[config.mk]
export PLATFORM = sky130hd
export DESIGN_NAME = mul_seq_ctrl
export DESIGN_NICKNAME = d
export VERILOG_FILES = /design/src/rtl/mul_seq_ctrl.sv
export SDC_FILE = /design/constraint.sdc
export NUM_CORES = 1
export LEC_CHECK = 0
export ABC_AREA = 1
export BUFFER_PORTS_ARGS = -buffer_cell sky130_fd_sc_hd__buf_2
export CAP_MARGIN = 10
export CORE_AREA = 2 2 86 88
export CTS_CLUSTER_SIZE = 8
export DETAILED_ROUTE_END_ITERATION = 16
export DIE_AREA = 0 0 88 90
export PLACE_DENSITY_LB_ADDON = 0.2
export SLEW_MARGIN = 20
export SYNTH_ARGS = -nofsm -noshare
export SYNTH_HDL_FRONTEND = slang
export SYNTH_SLANG_ARGS = --single-unit
[constraint.sdc]
create_clock -name clk -period 4.4 [get_ports clk]
set_clock_uncertainty 0.2 [all_clocks]
set_input_delay 0.22 -clock clk [delete_from_list [all_inputs] [get_ports clk]]
set_output_delay 0.22 -clock clk [all_outputs]
set_load 0.005 [all_outputs]
[src/rtl/mul_seq_ctrl.sv]
// Sequencing controller for a multiply-by-repeated-addition datapath
// (A register, P accumulator, B down-counter, adder, zero comparator).
// It takes operand pairs over op_valid/op_ready, drives the shared data bus
// and every datapath strobe, and returns the product mod 2^WIDTH with an
// overflow flag over res_valid/res_ready.
//
// Ports:
//   clk, rst            clock, asynchronous active-high reset
//   op_valid/op_ready   operand handshake (ready only while idle)
//   op_a, op_b          multiplicand, multiplier (iteration count)
//   res_valid/res_ready result handshake
//   res_data, res_ovf   truncated product, true-product-overflow flag
//   bus_out             datapath data_in
//   ld_a, ld_b, ld_p    datapath register loads
//   clr_p, dec_b        datapath P clear, B decrement
//   eqz                 datapath B==0
//   p_in, sum_in        datapath P register and adder output (A+P)
module mul_seq_ctrl #(
  parameter int unsigned WIDTH = 16
) (
  input  logic             clk,
  input  logic             rst,
  input  logic             op_valid,
  output logic             op_ready,
  input  logic [WIDTH-1:0] op_a,
  input  logic [WIDTH-1:0] op_b,
  output logic             res_valid,
  input  logic             res_ready,
  output logic [WIDTH-1:0] res_data,
  output logic             res_ovf,
  output logic [WIDTH-1:0] bus_out,
  output logic             ld_a,
  output logic             ld_b,
  output logic             ld_p,
  output logic             clr_p,
  output logic             dec_b,
  input  logic             eqz,
  input  logic [WIDTH-1:0] p_in,
  input  logic [WIDTH-1:0] sum_in
);

  typedef enum logic [2:0] {
    S_IDLE   = 3'd0,
    S_LOAD_A = 3'd1,
    S_LOAD_B = 3'd2,
    S_RUN    = 3'd3,
    S_OUT    = 3'd4
  } state_t;

  state_t           state_q, state_d;
  logic [WIDTH-1:0] a_q, a_d;
  logic [WIDTH-1:0] b_q, b_d;
  logic             sticky_q, sticky_d;
  logic [WIDTH-1:0] res_data_d;
  logic             res_ovf_d;
  logic [WIDTH-1:0] bus_d;
  logic             op_ready_d, res_valid_d;
  logic             ld_a_d, ld_b_d, clr_p_d;
  logic             run_q, run_d;

  // RUN iteration strobes: registered RUN flag gated by the live zero flag,
  // so the P load and B decrement happen in the same cycle eqz is seen low.
  assign ld_p  = run_q & ~eqz;
  assign dec_b = run_q & ~eqz;

  // Next state, datapath-facing values and next registered outputs.
  always_comb begin
    state_d    = state_q;
    a_d        = a_q;
    b_d        = b_q;
    sticky_d   = sticky_q;
    res_data_d = res_data;
    res_ovf_d  = res_ovf;
    bus_d      = bus_out;

    unique case (state_q)
      S_IDLE: begin
        if (op_valid && op_ready) begin
          a_d      = op_a;
          b_d      = op_b;
          sticky_d = 1'b0;
          bus_d    = op_a;
          state_d  = S_LOAD_A;
        end
      end
      S_LOAD_A: begin
        bus_d   = b_q;
        state_d = S_LOAD_B;
      end
      S_LOAD_B: begin
        bus_d   = b_q;
        state_d = S_RUN;
      end
      S_RUN: begin
        if (eqz) begin
          res_data_d = p_in;
          res_ovf_d  = sticky_q;
          state_d    = S_OUT;
        end else if (sum_in < p_in) begin
          // Adder carry-out: the true product no longer fits.
          sticky_d = 1'b1;
        end
      end
      S_OUT: begin
        if (res_valid && res_ready) begin
          state_d = S_IDLE;
        end
      end
      default: begin
        state_d = S_IDLE;
      end
    endcase

    // Registered outputs follow the state being entered.
    op_ready_d  = (state_d == S_IDLE);
    ld_a_d      = (state_d == S_LOAD_A);
    ld_b_d      = (state_d == S_LOAD_B);
    clr_p_d     = (state_d == S_LOAD_B);
    run_d       = (state_d == S_RUN);
    res_valid_d = (state_d == S_OUT);
  end

  // State and output registers.
  always_ff @(posedge clk or posedge rst) begin
    if (rst) begin
      state_q   <= S_IDLE;
      a_q       <= '0;
      b_q       <= '0;
      sticky_q  <= 1'b0;
      res_data  <= '0;
      res_ovf   <= 1'b0;
      bus_out   <= '0;
      op_ready  <= 1'b0;
      res_valid <= 1'b0;
      ld_a      <= 1'b0;
      ld_b      <= 1'b0;
      clr_p     <= 1'b0;
      run_q     <= 1'b0;
    end else begin
      state_q   <= state_d;
      a_q       <= a_d;
      b_q       <= b_d;
      sticky_q  <= sticky_d;
      res_data  <= res_data_d;
      res_ovf   <= res_ovf_d;
      bus_out   <= bus_d;
      op_ready  <= op_ready_d;
      res_valid <= res_valid_d;
      ld_a      <= ld_a_d;
      ld_b      <= ld_b_d;
      clr_p     <= clr_p_d;
      run_q     <= run_d;
    end
  end

endmodule

==> results of run 1 <==
==> registers in the layout, indices dropped and copies added (netlist names), 3 cells and up <==
name and flops:
res_data 16, state_q 3, b_q 16, bus_out 16
==> placed cells by master (no fill, tap or decap), types with 2 or more instances in the layout <==
cell and count:
a21oi_1 5, buf_2 108, clkbuf_8 9, clkinv_2 2
clkinvlp_4 4, dfrtp_1 58, dlygate4sd3_1 51, ha_1 15
inv_1 25, inv_2 3, inv_4 2, mux2_1 2
nand2_1 95, nand2_2 3, nand3_1 3, nor2_1 31
nor2_2 10, nor3_1 20, nor3_2 14, o21ai_1 16
==> report_power, final <==
group | switching (uW) | leakage, uW | internal, uW | total, uW
registers | 149 | 0.000724 | 794 | 943
logic | 571 | 0.00144 | 438 | 1010
clock network | 218 | 0.0000873 | 259 | 477
total | 938 | 0.00225 | 1490 | 2430
==> kinds of logic (layout without fill, tap and decap cells) <==
logic type / after synthesis / count (layout) / synth area share, %
compound gates: 23 / 23 / 4.12
fa+ha+maj: 15 / 15 / 6.57
buf+inv: 43 / 206 / 7.18
flops: 58 / 58 / 50.8
mux: 2 / 2 / 0.788
simple gates: 181 / 181 / 30.6
==> final cells by class <==
cell class / instances / area (um^2) / share of cell area [%]
Sequential cell: 58 / 1450 / 35.0
Multi-Input combinational cell: 221 / 1200 / 29.0
Timing Repair Buffer: 160 / 1060 / 25.5
Clock buffer: 9 / 124 / 2.99
Tap cell: 99 / 124 / 2.99
Inverter: 30 / 118 / 2.83
Clock inverter: 7 / 70.1 / 1.69
==> repair_timing <==
action	CTS	global route
resized for setup	0	0
hold buffers	51	0
hold endpoints to repair	108	0
==> metal layers <==
| metal | track usage, % | part of all wire (%) | vias up |
|---|---|---|---|
| met1 | 24.1 | 45 | 1194 |
| li1 | - | - | 1336 |
| met2 | 30.7 | 48 | 70 |
| met4 | 10.4 | 2.8 | 0 |
| met3 | 4.68 | 4.1 | 15 |
| met5 | 0 | 0 | - |
==> path summary, 6_finish.rpt <==
kind,start,endpoint,slack (ns),depth (start not counted)
max in group asynchronous,rst,b_q[9]$_DFFE_PP0P_,3.06,4
worst max register to register,state_q[0]$_DFF_PP0_,bus_out[9]$_DFFE_PP0P_,2.34,6
worst min-delay path,op_valid,ld_a$_DFF_PP0_,0.20,3
min in group asynchronous,rst,res_data[12]$_DFFE_PP0P_,0.43,4
worst min register to register,sticky_q$_DFFE_PP0P_,sticky_q$_DFFE_PP0P_,0.27,2
worst max-delay path,state_q[0]$_DFF_PP0_,bus_out[9]$_DFFE_PP0P_,2.34,6
==> worst reg2reg max path, delay by kind of cell (launching register included) <==
family,cells,cell delay [ns]
buffers and inverters,2,0.31
AND/OR/NAND/NOR,4,1.00
flip-flops,1,0.44
==> metrics by stage <==
stage,power [uW],utilization (%),setup WS [ns],cells
global placement,1900,49.0,2.30,517
CTS,2460,59.1,2.19,584
global route,2640,59.1,2.18,584
detailed placement,1940,49.0,2.21,517
floorplan,1640,-,2.55,322
finish,2430,59.1,2.34,584
==> Yosys cell counts (3+ instances only) <==
cell	count	area, um^2
a21oi_1	5	25.0
buf_2	7	35.0
buf_4	4	30.0
dfrtp_1	58	1450
ha_1	15	188
inv_1	26	97.6
nand2_1	96	360
nand3_1	3	15.0
nor2_1	31	116
nor2_2	10	62.6
nor3_1	20	100
nor3_2	14	140
o21ai_1	16	80.1
==> results.json, run 1 <==
{
  "tritoncts_num_sinks": 58,
  "dieArea_um2": 7920,
  "worst-slew-pin-transition_ns": 0.819,
  "synth-edff-count": 0,
  "synth.distinct_cells": 25,
  "synth.net_count": 406,
  "grt_pass1_wl_mm": 11.9,
  "synthToLayoutAreaGrowth_pct": 45.2,
  "timing.critical_path.to_type": "flip-flop",
  "initial_core_util_pct": 40.7,
  "clock-root-buffer": "clkbuf_8",
  "post_cts_buffers": 0,
  "aggregate_global_route_resource_usage_pct": 19.4,
  "critPathSlowestCell": "nor3_4",
  "fp.dieW_um": 88,
  "hold_violation_total_from_the_final_report": 0,
  "arr_time_crit_path_ns": 2.08,
  "port_buffers": 108,
  "placement_rows": 31,
  "number_of_global_route_vias_before_repair": 2645,
  "cp_num_buf_inv": 2,
  "min_period_ns": 2.06,
  "critPathLaunchType": "flip-flop",
  "place_hpwl_mm": 4.53,
  "antenna_found_initial": 0,
  "drt_pass_1_iters": 4,
  "cts-buffers-inserted": 9,
  "nets": 564,
  "synth_top_flop_cell": "dfrtp_1",
  "drtIter0Drc": 123,
  "path_cells": "nand2_1, inv_2, nor3_4, inv_4, nor2_1, nor3_2",
  "critical-path-top-delay-family": "simple AND/OR/NAND/NOR gates",
  "cellLeakagePower_uw": 0.00225,
  "cts_tree": "yes",
  "dr_total_vias": 2615,
  "whs_ns": 0.204,
  "ys_seq_elements": 58,
  "path_class": "reg -> reg",
  "critical_path.max_fanout": 17,
  "antennaDiodeCount": 0,
  "drcViolationCount": 0,
  "final-max-slew-violation-count": 0,
  "finalSetupTns_ns": 0,
  "setup_viol": 0,
  "rsz0062_at_grt": "no",
  "max_clock_freq_mhz": 486,
  "grt_max_degree": 59,
  "clock_path_buffers": 2,
  "synth_warnings": 0,
  "ios": 109,
  "synthArstFlopShare_pct": 100,
  "htree_num_levels": 3,
  "layout.filler_cells": 643,
  "final_cell_area_um2": 4150,
  "synthCells": 322,
  "vias_per_cell": 4.48,
  "maxCapViolCount": 0,
  "detail-route-antenna-nets": 0,
  "floorplan.die.height_um": 90,
  "postSynthAreaPerCell_um2": 8.87,
  "holdCritPathClass": "in -> reg",
  "vdd_ir_drop_max_mv": 0.203,
  "cp.required_ns": 4.42,
  "wirelength_mm": 6.94,
  "timing.max_slew.rel_slack_pct": 45.2,
  "synth.yosys.seq_area_share_pct": 50.8,
  "outcome": "finished, final reports clean",
  "final_replace_weighted_congestion": 0.837,
  "power_density_nw_per_um2": 585,
  "fin_crit_sh_pct": 46.8,
  "global_route_overflow": 0,
  "postPlaceCellArea_um2": 3440,
  "placeableCoreArea_um2": 7020,
  "synthesis.area_um2": 2860,
  "worst_skew_pair.late_latency_ns": 0.33,
  "drive_above_1_share_pct": 33.2,
  "timing.critical_path.slowest_cell_delay_ns": 0.63,
  "cts.reportedPaths.clkPinSlew_ns": 0.06,
  "wl_per_cell_um": 11.9
}
Note: power is estimated with default switching activity, not from simulation.
==> run 2: changes to the inputs <==
- clock period: 4.4 -> 1.7 ns (I/O delays scaled with it)
==> run 2 against run 1 <==
Against the previous run: sequential cell count did not move; non-clock buffer count rose by 5; final area rose by 6.7%; global-route usage fell by 1.4 points; die area did not move; via count rose by 3.2%; routed wire length rose by 4.1%; setup slack got worse by 2.3 ns; clock power rose to 2.7 times the previous value; combinational power rose to 2.8 times the previous value; first-iteration DRC count fell by 41%; largest power group unchanged.
==> results.json, run 2 (synthesis results as in run 1) <==
{
  "r2r_setup_slk_ns": 0.13,
  "place_hpwl_mm": 4.67,
  "aggregate_global_route_resource_usage_pct": 18.0,
  "cellLeakagePower_uw": 0.00231,
  "clock-root-buffer": "clkbuf_8",
  "fp.dieW_um": 88,
  "numPlacedInstances": 526,
  "placeableCoreArea_um2": 7020,
  "antenna_found_initial": 0,
  "outcome": "finished, final reports clean",
  "drt_pass_1_iters": 4,
  "path_class": "in -> reg",
  "drive_above_1_share_pct": 40.8,
  "critPathLaunchType": "primary input",
  "final_util_pct": 63.1,
  "rsz0062_at_grt": "yes",
  "final_cell_area_um2": 4430,
  "whs_ns": 0.0146,
  "number_of_global_route_vias_before_repair": 2577,
  "grt_max_degree": 59,
  "power_density_nw_per_um2": 1480,
  "dieArea_um2": 7920,
  "floorplan.die.height_um": 90,
  "reg2reg_to": "sticky_q$_DFFE_PP0P_",
  "fin_crit_sh_pct": 98.4,
  "port_buffers": 108,
  "clock_path_buffers": 2,
  "final-max-slew-violation-count": 0,
  "wl_per_cell_um": 12.3,
  "tritoncts_num_sinks": 58,
  "grt_pass1_wl_mm": 11.3,
  "hold_violation_total_from_the_final_report": 0,
  "timing.critical_path.to_type": "flip-flop",
  "postPlaceCellArea_um2": 3540,
  "nets": 569,
  "drcViolationCount": 0,
  "drtIter0Drc": 72,
  "worst-r2r-cell-count": 11,
  "cts_tree": "yes",
  "vias_per_cell": 4.58,
  "worst-slew-pin-transition_ns": 0.311,
  "placement.setup.worst_slack_ns": 0.115,
  "worst_skew_pair.late_latency_ns": 0.32,
  "holdCritPathClass": "in -> reg",
  "detail-route-antenna-nets": 0,
  "min_period_ns": 1.67,
  "maxCapViolCount": 0,
  "critical_path.max_fanout": 2,
  "ios": 109,
  "placement_rows": 31,
  "antennaDiodeCount": 0,
  "final_common_cell": "buf_2",
  "global_route_overflow": 0,
  "reg_top3": "b_q x16, bus_out x16, res_data x16",
  "min-delay-start": "p_in[15]",
  "final_cells": 589,
  "wirelength_mm": 7.23,
  "arr_time_crit_path_ns": 1.69,
  "synthToLayoutAreaGrowth_pct": 54.9,
  "mostFrequentLayoutCells": "buf_2, nand2_1, dfrtp_1, dlygate4sd3_1, nor2_1",
  "initial_core_util_pct": 40.7,
  "cts-buffers-inserted": 9,
  "vdd_ir_drop_max_mv": 0.657,
  "timing.max_slew.rel_slack_pct": 79.3,
  "cp.required_ns": 1.72,
  "worst_slack_ns": 0.0274,
  "regToRegStartpoint": "state_q[1]$_DFF_PP0_",
  "setup_viol": 0,
  "cts.reportedPaths.clkPinSlew_ns": 0.06,
  "max_clock_freq_mhz": 598,
  "hold_path_depth": 4,
  "dr_total_vias": 2699,
  "final_replace_weighted_congestion": 0.878,
  "hold-path-endpoint": "res_data[15]$_DFFE_PP0P_",
  "htree_num_levels": 3
}
-- run 2: cell types whose count changed in the layout (fill, tap and decap cells not counted), sizes merged --
cell          before  now
clkinv             2    3
clkinvlp           4    2
dlymetal6s4s       0    2
dlygate4sd3       51   50
buf              109  113
inv               30   29
clkbuf             9   11
-- run 2: repair_timing --
item,CTS,global route
hold buffers,51,1
buffers inserted,0,2
setup endpoints to repair,0,3
gates resized for setup,0,40
hold endpoints to repair,112,1
-- run 2: layout make-up --
type / count / area, um^2
Sequential cell: 58 / 1450
Fill cell: 610 / 2590
Inverter: 30 / 121
Clock buffer: 11 / 151
Clock inverter: 5 / 52.6
Tap cell: 99 / 124
Timing Repair Buffer: 165 / 1150
Multi-Input combinational cell: 221 / 1380
-- run 2: worst max path at each step --
stage,start,endpoint,slack (ns),cells after the start
final,p_in[10],sticky_q$_DFFE_PP0P_,0.03,14
after global routing,p_in[10],sticky_q$_DFFE_PP0P_,-0.06,14
after CTS,p_in[9],sticky_q$_DFFE_PP0P_,0.009,14
after detailed placement,state_q[2]$_DFF_PP0_,bus_out[1]$_DFFE_PP0P_,0.11,6
after global placement,p_in[5],sticky_q$_DFFE_PP0P_,0.15,13
after floorplan,state_q[0]$_DFF_PP0_,bus_out[12]$_DFFE_PP0P_,0.19,7
-- run 2: worst max-delay path, stage by stage --
cell and delay, ns:
dlygate4sd3_1 0.53, buf_2 0.13, inv_1 0.11, ha_4 0.21
nand2_2 0.07, o21ai_1 0.07, nand2_1 0.07, nand2_1 0.05
nor2_1 0.10, nand2_1 0.07, nand2_2 0.06, nand2_1 0.05
nand2_1 0.05, nand2_1 0.04
-- run 2: power by group --
| group | total (uW) | internal [uW] | switching [uW] |
|---|---|---|---|
| combinational | 2810 | 1280 | 1530 |
| clock | 1290 | 749 | 536 |
| sequential | 2440 | 2060 | 385 |
| total | 6540 | 4090 | 2450 |
-- run 2: metrics by stage --
stage	power (uW)	TNS, ns
after CTS	6520	0
final	6540	0
after global routing	7100	-0.0585
after detailed placement	5130	0
after floorplan	4240	0
after global placement	5060	0
-- run 2: metal layers --
metal,vias up,track usage [%],wire [um]
li1,1350,-,-
met1,1258,22.9,3180
met5,-,0,0
met4,0,7.69,207
met3,17,4.22,288
met2,74,29.0,3550
